===== src/rtl/uart_xcvr.sv =====
// uart_xcvr: parametrised UART transceiver (configurable data bits, parity,
// stop bits and clock/baud ratio) with RX parity/framing error detection,
// start-bit glitch rejection and a runtime internal loopback mode.
//
// Ports:
//   clk_i       system clock
//   rst_ni      asynchronous active-low reset
//   uart_rx_i   serial input (asynchronous, synchronised internally)
//   uart_tx_o   serial output, idle high (held high in loopback mode)
//   loopback_i  1 = route internal TX line to the RX path (applied when idle)
//   rx_irq_o    1-clk pulse: frame received
//   rx_data_o   received payload, LSB-aligned, upper bits zero
//   rx_perr_o   parity error flag, valid with rx_irq_o
//   rx_ferr_o   framing error flag, valid with rx_irq_o
//   rx_break_o  break condition (only with UART_XCVR_BREAK_DET_EN)
//   tx_irq_i    1-clk pulse: send tx_data_i
//   tx_data_i   payload; bits above DATA_BITS-1 are ignored
//   tx_busy_o   1 = frame in flight, tx_irq_i ignored
//
// Optional feature: define UART_XCVR_BREAK_DET_EN to add rx_break_o. An
// all-zero frame with a low stop bit then raises rx_break_o instead of
// pulsing rx_irq_o, and RX waits for DIV consecutive high clocks before
// returning to idle.
//
// TX handshake: tx_irq_i is the valid strobe and ~tx_busy_o is ready; a
// byte transfers on a clock where both are 1. A strobe with ready low is
// dropped and never queued.
module uart_xcvr #(
   parameter int SYS_CLK_FREQ = 50000000,
   parameter int BAUD_RATE    = 115200,
   parameter int DATA_BITS    = 8,
   parameter int PARITY       = 0,
   parameter int STOP_BITS    = 1
) (
   input  logic       clk_i,
   input  logic       rst_ni,
   input  logic       uart_rx_i,
   output logic       uart_tx_o,
   input  logic       loopback_i,
   output logic       rx_irq_o,
   output logic [7:0] rx_data_o,
   output logic       rx_perr_o,
   output logic       rx_ferr_o,
`ifdef UART_XCVR_BREAK_DET_EN
   output logic       rx_break_o,
`endif
   input  logic       tx_irq_i,
   input  logic [7:0] tx_data_i,
   output logic       tx_busy_o
);

   localparam int DIV = SYS_CLK_FREQ / BAUD_RATE;
   localparam int CW  = $clog2(DIV);
   localparam logic [CW-1:0] DIV_M1    = CW'(DIV - 1);
   localparam logic [CW-1:0] HALF_M1   = CW'(DIV / 2 - 1);
   localparam logic [7:0]    DMASK     = 8'((1 << DATA_BITS) - 1);
   localparam logic [2:0]    LAST_BIT  = 3'(DATA_BITS - 1);
   localparam logic          LAST_STOP = 1'(STOP_BITS - 1);

   typedef enum logic [2:0] {
      RX_IDLE, RX_START, RX_DATA, RX_PARITY, RX_STOP, RX_BREAK
   } rx_state_e;
   typedef enum logic [2:0] {
      TX_IDLE, TX_START, TX_DATA, TX_PARITY, TX_STOP
   } tx_state_e;

   rx_state_e rx_state_q, rx_state_d;
   tx_state_e tx_state_q, tx_state_d;

   logic [1:0]    rx_sync_q;
   logic          rx_prev_q, loop_q, loop_d;
   logic [CW-1:0] rx_cnt_q, rx_cnt_d, tx_cnt_q, tx_cnt_d;
   logic [2:0]    rx_bit_q, rx_bit_d, tx_bit_q, tx_bit_d;
   logic [7:0]    rx_shift_q, rx_shift_d, tx_shift_q, tx_shift_d;
   logic          rx_par_q, rx_par_d;
   logic          rx_irq_q, rx_irq_d;
   logic [7:0]    rx_data_q, rx_data_d;
   logic          rx_perr_q, rx_perr_d, rx_ferr_q, rx_ferr_d;
   logic          rx_break_q, rx_break_d;
   logic          tx_stop_q, tx_stop_d;
   logic          tx_par_q, tx_par_d;
   logic          tx_line_q, tx_line_d;

   logic          rx_in_w, rx_is_break_w, rx_par_err_w;
   logic [7:0]    tx_data_m;

   // In loopback the RX path sees the raw internal TX line (same clock
   // domain, so no synchroniser needed).
   assign rx_in_w   = loop_q ? tx_line_q : rx_sync_q[1];
   assign uart_tx_o = loop_q | tx_line_q;
   assign tx_data_m = tx_data_i & DMASK;
   assign tx_busy_o = (tx_state_q != TX_IDLE);

   assign rx_irq_o  = rx_irq_q;
   assign rx_data_o = rx_data_q;
   assign rx_perr_o = rx_perr_q;
   assign rx_ferr_o = rx_ferr_q;

   // Odd mode wants an odd total of ones over data plus parity bit.
   assign rx_par_err_w = (PARITY != 0) && ((^rx_shift_q ^ rx_par_q) != (PARITY == 1));

`ifdef UART_XCVR_BREAK_DET_EN
   assign rx_is_break_w = (rx_shift_q == 8'h00) && !rx_in_w;
   assign rx_break_o    = rx_break_q;
`else
   assign rx_is_break_w = 1'b0;
`endif

   // Mode changes only take effect when neither direction is mid-frame.
   always_comb begin
      loop_d = loop_q;
      if (rx_state_q == RX_IDLE && tx_state_q == TX_IDLE) loop_d = loopback_i;
   end

   always_comb begin
      rx_state_d = rx_state_q;
      rx_cnt_d   = rx_cnt_q;
      rx_bit_d   = rx_bit_q;
      rx_shift_d = rx_shift_q;
      rx_par_d   = rx_par_q;
      rx_irq_d   = 1'b0;
      rx_data_d  = rx_data_q;
      rx_perr_d  = rx_perr_q;
      rx_ferr_d  = rx_ferr_q;
      rx_break_d = rx_break_q;
      if (rx_state_q != RX_IDLE && rx_cnt_q != '0) rx_cnt_d = rx_cnt_q - 1'b1;
      case (rx_state_q)
         RX_IDLE: begin
            if (rx_prev_q && !rx_in_w) begin
               rx_state_d = RX_START;
               rx_cnt_d   = HALF_M1;
               rx_shift_d = '0;
               rx_bit_d   = '0;
            end
         end
         RX_START: begin
            if (rx_cnt_q == '0) begin
               if (rx_in_w) begin
                  rx_state_d = RX_IDLE;   // start bit did not hold: glitch
               end else begin
                  rx_state_d = RX_DATA;
                  rx_cnt_d   = DIV_M1;
               end
            end
         end
         RX_DATA: begin
            if (rx_cnt_q == '0) begin
               rx_shift_d[rx_bit_q] = rx_in_w;
               rx_cnt_d = DIV_M1;
               if (rx_bit_q == LAST_BIT) begin
                  rx_state_d = (PARITY != 0) ? RX_PARITY : RX_STOP;
               end else begin
                  rx_bit_d = rx_bit_q + 3'd1;
               end
            end
         end
         RX_PARITY: begin
            if (rx_cnt_q == '0) begin
               rx_par_d   = rx_in_w;
               rx_state_d = RX_STOP;
               rx_cnt_d   = DIV_M1;
            end
         end
         RX_STOP: begin
            if (rx_cnt_q == '0) begin
               if (rx_is_break_w) begin
                  rx_state_d = RX_BREAK;
                  rx_cnt_d   = DIV_M1;
                  rx_break_d = 1'b1;
               end else begin
                  rx_state_d = RX_IDLE;
                  rx_irq_d   = 1'b1;
                  rx_data_d  = rx_shift_q;
                  rx_perr_d  = rx_par_err_w;
                  rx_ferr_d  = !rx_in_w;
               end
            end
         end
         RX_BREAK: begin
            // Counter measures consecutive high clocks; any low restarts it.
            if (!rx_in_w) begin
               rx_cnt_d = DIV_M1;
            end else if (rx_cnt_q == '0) begin
               rx_state_d = RX_IDLE;
               rx_break_d = 1'b0;
            end
         end
         default: rx_state_d = RX_IDLE;
      endcase
   end

   always_comb begin
      tx_state_d = tx_state_q;
      tx_cnt_d   = tx_cnt_q;
      tx_bit_d   = tx_bit_q;
      tx_shift_d = tx_shift_q;
      tx_stop_d  = tx_stop_q;
      tx_par_d   = tx_par_q;
      tx_line_d  = tx_line_q;
      if (tx_state_q != TX_IDLE && tx_cnt_q != '0) tx_cnt_d = tx_cnt_q - 1'b1;
      case (tx_state_q)
         TX_IDLE: begin
            if (tx_irq_i) begin
               tx_state_d = TX_START;
               tx_shift_d = tx_data_m;
               tx_par_d   = (PARITY == 1) ? ~^tx_data_m : ^tx_data_m;
               tx_line_d  = 1'b0;
               tx_cnt_d   = DIV_M1;
            end
         end
         TX_START: begin
            if (tx_cnt_q == '0) begin
               tx_state_d = TX_DATA;
               tx_line_d  = tx_shift_q[0];
               tx_shift_d = tx_shift_q >> 1;
               tx_bit_d   = '0;
               tx_cnt_d   = DIV_M1;
            end
         end
         TX_DATA: begin
            if (tx_cnt_q == '0) begin
               tx_cnt_d = DIV_M1;
               if (tx_bit_q == LAST_BIT) begin
                  if (PARITY != 0) begin
                     tx_state_d = TX_PARITY;
                     tx_line_d  = tx_par_q;
                  end else begin
                     tx_state_d = TX_STOP;
                     tx_line_d  = 1'b1;
                     tx_stop_d  = 1'b0;
                  end
               end else begin
                  tx_bit_d   = tx_bit_q + 3'd1;
                  tx_line_d  = tx_shift_q[0];
                  tx_shift_d = tx_shift_q >> 1;
               end
            end
         end
         TX_PARITY: begin
            if (tx_cnt_q == '0) begin
               tx_state_d = TX_STOP;
               tx_line_d  = 1'b1;
               tx_stop_d  = 1'b0;
               tx_cnt_d   = DIV_M1;
            end
         end
         TX_STOP: begin
            if (tx_cnt_q == '0) begin
               if (tx_stop_q == LAST_STOP) begin
                  tx_state_d = TX_IDLE;
               end else begin
                  tx_stop_d = tx_stop_q + 1'b1;
                  tx_cnt_d  = DIV_M1;
               end
            end
         end
         default: tx_state_d = TX_IDLE;
      endcase
   end

   always_ff @(posedge clk_i or negedge rst_ni) begin
      if (!rst_ni) begin
         rx_sync_q  <= 2'b11;
         rx_prev_q  <= 1'b1;
         loop_q     <= 1'b0;
         rx_state_q <= RX_IDLE;
         rx_cnt_q   <= '0;
         rx_bit_q   <= '0;
         rx_shift_q <= '0;
         rx_par_q   <= 1'b0;
         rx_irq_q   <= 1'b0;
         rx_data_q  <= '0;
         rx_perr_q  <= 1'b0;
         rx_ferr_q  <= 1'b0;
         rx_break_q <= 1'b0;
         tx_state_q <= TX_IDLE;
         tx_cnt_q   <= '0;
         tx_bit_q   <= '0;
         tx_shift_q <= '0;
         tx_stop_q  <= 1'b0;
         tx_par_q   <= 1'b0;
         tx_line_q  <= 1'b1;
      end else begin
         rx_sync_q  <= {rx_sync_q[0], uart_rx_i};
         rx_prev_q  <= rx_in_w;
         loop_q     <= loop_d;
         rx_state_q <= rx_state_d;
         rx_cnt_q   <= rx_cnt_d;
         rx_bit_q   <= rx_bit_d;
         rx_shift_q <= rx_shift_d;
         rx_par_q   <= rx_par_d;
         rx_irq_q   <= rx_irq_d;
         rx_data_q  <= rx_data_d;
         rx_perr_q  <= rx_perr_d;
         rx_ferr_q  <= rx_ferr_d;
         rx_break_q <= rx_break_d;
         tx_state_q <= tx_state_d;
         tx_cnt_q   <= tx_cnt_d;
         tx_bit_q   <= tx_bit_d;
         tx_shift_q <= tx_shift_d;
         tx_stop_q  <= tx_stop_d;
         tx_par_q   <= tx_par_d;
         tx_line_q  <= tx_line_d;
      end
   end

endmodule


===== config.mk =====
export PLATFORM = sky130hd
export DESIGN_NAME = uart_xcvr
export DESIGN_NICKNAME = d
export VERILOG_FILES = /design/src/rtl/uart_xcvr.sv
export SDC_FILE = /design/constraint.sdc
export NUM_CORES = 1
export LEC_CHECK = 0
export BUFFER_PORTS_ARGS = -buffer_cell sky130_fd_sc_hd__buf_2
export CORE_MARGIN = 2
export CORE_UTILIZATION = 30
export DETAILED_ROUTE_END_ITERATION = 10
export GPL_ROUTABILITY_DRIVEN = 0
export SLEW_MARGIN = 30
export SYNTH_ARGS = -nofsm -noshare
export SYNTH_HDL_FRONTEND = slang
export SYNTH_SLANG_ARGS = --single-unit

===== constraint.sdc =====
create_clock -name clk_i -period 2.2 [get_ports clk_i]
set_clock_uncertainty 0.2 [all_clocks]
set_input_delay 0.22 -clock clk_i [delete_from_list [all_inputs] [get_ports clk_i]]
set_output_delay 0.22 -clock clk_i [all_outputs]
set_load 0.005 [all_outputs]

==> flow_metrics.py <==
metrics = {
    "worst_setup_path": {
        "worst_ep_arrival_time_ns": 2.18,
        "crit_start": "tx_bit_q[1]",
        "rrSetupSlack_ns": 0.04,
        "cpLargestDelayFamily": "compound AO/OA/AOI/OAI gates",
        "setup.worst_path.end": "tx_shift_q[0]",
        "critical_path_cell_count": 6,
        "r2r-start": "tx_bit_q[1]",
        "critical-path-max-stage-delay_ns": 0.41,
        "worstSetupEndpointType": "flop",
        "kind_of_launch_point_of_the_worst_setup_path": "flop",
        "worst_r2r_endpoint": "tx_shift_q[0]",
        "crit_path_max_fanout": 8,
        "required_ns": 2.22,
        "timing.setup.critical_path_class": "reg -> reg",
        "worstPathBufferInverterCount": 0,
        "worstRegToRegCells": 6,
        "crit_chain": "ha_2 > ha_4 > nor3b_4 > o211ai_2 > a21oi_4 > mux2_2",
        "timing.critical_path.slowest_stage_cell": "sky130_fd_sc_hd__dfrtp_1",
    },
    "timing": {
        "worst_slew_pin_slew_ns": 0.628,
        "grt_setup_unrepaired": "true",
        "timing_max_transition_violations_final": 0,
        "max_freq_ghz": 0.463,
        "period_minus_slack_ns": 2.16,
        "fin_crit_sh": 0.981,
        "worst_slew_margin_rel": 0.578,
        "finalHoldViolCount": 0,
        "setup_viol": 0,
    },
    "logic_synthesis": {
        "synthTopCellsByArea": "sky130_fd_sc_hd__dfrtp_1, sky130_fd_sc_hd__mux2_2, sky130_fd_sc_hd__dfstp_2, sky130_fd_sc_hd__a22o_1, sky130_fd_sc_hd__ha_1",
        "synthesis.area_per_instance_sq_um": 10.9,
        "ys_top_cells_by_count": "sky130_fd_sc_hd__dfrtp_1, sky130_fd_sc_hd__mux2_2, sky130_fd_sc_hd__nand2_1",
        "post-synth-top-area-cell": "sky130_fd_sc_hd__dfrtp_1",
        "synth.yosys.warnings": 0,
        "post-synth-top-count-cell": "sky130_fd_sc_hd__dfrtp_1",
        "synth_enable_flop_cells": 0,
        "mappedNetlistNets": 319,
        "number_of_instances_in_the_synthesized_netlist": 299,
        "postSynth.topFlopCell": "sky130_fd_sc_hd__dfrtp_1",
        "async_flop_share": 1.00,
        "post_synthesis_instance_area_sq_mm": 0.00326,
        "ys_types": 59,
        "yosysTopAreaCellShare": 0.438,
        "synth-seq-cells": 61,
        "portion_of_the_post_synthesis_area_used_by_sequential_elements": 0.470,
    },
    "place": {
        "dp_cells": 470,
        "number_of_buffers_added_on_ports": 24,
        "dpl_cell_area_sq_mm": 0.00365,
        "detailed_place_hpwl_microns": 4810,
    },
    "global_route": {
        "grt_antenna_before_repair": 0,
        "first_global_vias": 2472,
        "global_route.usage.total": 0.125,
        "grt_max_degree": 37,
        "grt_pass1_wl_microns": 11700,
        "grt-ovfl-total": 0,
    },
    "clocking": {
        "clock_tree.root_cell": "sky130_fd_sc_hd__clkbuf_8",
        "tritoncts_clock_tree": "yes",
        "cts.clk_slew.worst_paths_ns": 0.07,
        "cts_bufs_inserted": 9,
        "clkSinkCount": 61,
        "clock_network_latency_to_the_later_pin_of_the_worst_skew_pair_ns": 0.33,
        "htree_num_levels": 3,
        "number_of_buffers_added_for_setup_after_cts": 0,
        "cts_buffer_depth": 2,
    },
    "final_layout": {
        "fillerInstances": 1063,
        "area_growth_syn_to_layout_pct": 22.9,
        "drive_above_1_share": 0.326,
        "utilization": 0.374,
        "nets": 365,
        "antennaDiodeCount": 0,
        "fin_cells": 490,
        "final_design_area_no_fill_sq_mm": 0.00400,
    },
    "drt": {
        "drt_first_pass_iters": 4,
        "viasPerCell": 5.08,
        "detail_route.drc_violations": 0,
        "post_drt_wl_per_cell_microns": 14.2,
        "route.antenna.remaining_nets": 0,
        "num_vias": 2487,
        "drt_wl_total_microns": 6950,
        "initialDrtViolationCount": 116,
    },
    "pwr": {
        "design_power_total_mw": 3.05,
        "pwr_density_cell_mw_per_mm2": 763,
        "vdd_ir_drop_max_mv": 0.387,
        "cell_leakage_power_nw": 1.78,
    },
    "floorplanning": {
        "floorplan.die_area_sq_mm": 0.0117,
        "core_area_sq_mm": 0.0107,
        "io_pins": 26,
        "rows": 38,
        "die_x_extent_microns": 108,
        "initial_core_utilization": 0.304,
        "die_height_microns": 108,
    },
    "flow_run": {
        "maxCapViolations": 0,
    },
    "outcome": {
        "run_status": "completed",
    },
    "min_path": {
        "timing.hold.worst.class": "in -> reg",
    },
}
==> flip-flops by register name (all words and copies together) (netlist names) <==
register	cells
loop_q	1
rx_data_o	8
rx_sync_q	2
tx_bit_q	3
rx_bit_q	3
tx_cnt_q	9
rx_shift_q	8
rx_ferr_o	1
tx_shift_q	8
rx_state_q	3
rx_cnt_q	9
tx_state_q	3
rx_prev_q	1
rx_irq_o	1
tx_line_q	1
==> routing by layer <==
metal	global-route usage	vias up	share of wire
li1	-	1218	-
met1	0.166	1212	0.47
met2	0.200	47	0.48
met3	0.0325	10	0.035
met4	0.0385	0	0.012
met5	0	-	0
==> where the power goes <==
part	total [mW]	switching [mW]	internal (mW)	leakage [nW]
registers	1.37	0.139	1.23	0.785
clock network	1.23	0.442	0.783	0.121
logic	0.455	0.230	0.225	0.873
==> timing repair <==
action,in CTS,in global routing
hold endpoints to repair,26,0
gates resized for setup,1,15
pin swaps,1,3
hold buffers,4,0
setup endpoints to repair,7,10
==> layout by cell type (no fill, tap or decap), drive strengths merged, types with 7 or more instances in the layout <==
cell,count
or3,9
dfrtp,57
mux2,24
nand3,10
a21oi,8
ha,7
clkbuf,12
nand2,16
nor3,11
o21ai,13
inv,10
buf,47
a22o,10
nor2,14
==> tightest hold or removal path, delay by kind of cell <==
| family | cells | cell delay (ns) |
|---|---|---|
| multiplexers | 2 | 0.26 |
| buffers and inverters | 1 | 0.08 |
==> kinds of logic (layout without fill, tap and decap cells) <==
group | after synthesis | in the layout | share of synthesized area
simple gates | 95 | 95 | 0.179
compound gates | 76 | 76 | 0.174
flops | 61 | 61 | 0.470
mux | 26 | 26 | 0.0903
buf+inv | 26 | 77 | 0.0384
fa+ha+maj | 7 | 7 | 0.0269
xor+xnor | 7 | 7 | 0.0188
other cells | 1 | 1 | 0.00115
==> stage by stage <==
step | setup TNS (ns) | hold WS (ns) | worst slack, ns
6_report | 0 | 0.0454 | 0.0408
5_1_grt | -0.148 | 0.0367 | -0.0486
4_1_cts | 0 | 0.0277 | 0.0469
3_5_place_dp | -0.148 | 0.0711 | -0.0277
3_3_place_gp | 0 | 0.0557 | 0.0555
2_1_floorplan | 0 | -0.276 | 0.0455
==> worst min-delay path by stage <==
stage / to / depth (start not counted) / slack, ns / startpoint
after global placement: tx_cnt_q[0] / 1 / 0.06 / rst_ni
final: tx_shift_q[6] / 3 / 0.05 / tx_data_i[6]
after detailed placement: tx_cnt_q[0] / 1 / 0.07 / rst_ni
after CTS: tx_shift_q[6] / 3 / 0.03 / tx_data_i[6]
after floorplan: loop_q / 0 / -0.28 / rst_ni
after global routing: tx_shift_q[6] / 3 / 0.04 / tx_data_i[6]
==> final cells by class <==
| type | count | area, sq um | share of cell area |
|---|---|---|---|
| multi-input cells | 212 | 1670 | 0.418 |
| flip-flops and latches | 61 | 1530 | 0.383 |
| repair buffers | 51 | 345 | 0.0863 |
| well taps | 140 | 175 | 0.0438 |
| clock buffers | 12 | 145 | 0.0363 |
| clock inverters | 4 | 95.1 | 0.0238 |
| inverters | 10 | 37.5 | 0.00938 |
(Power assumes the default switching activity.)
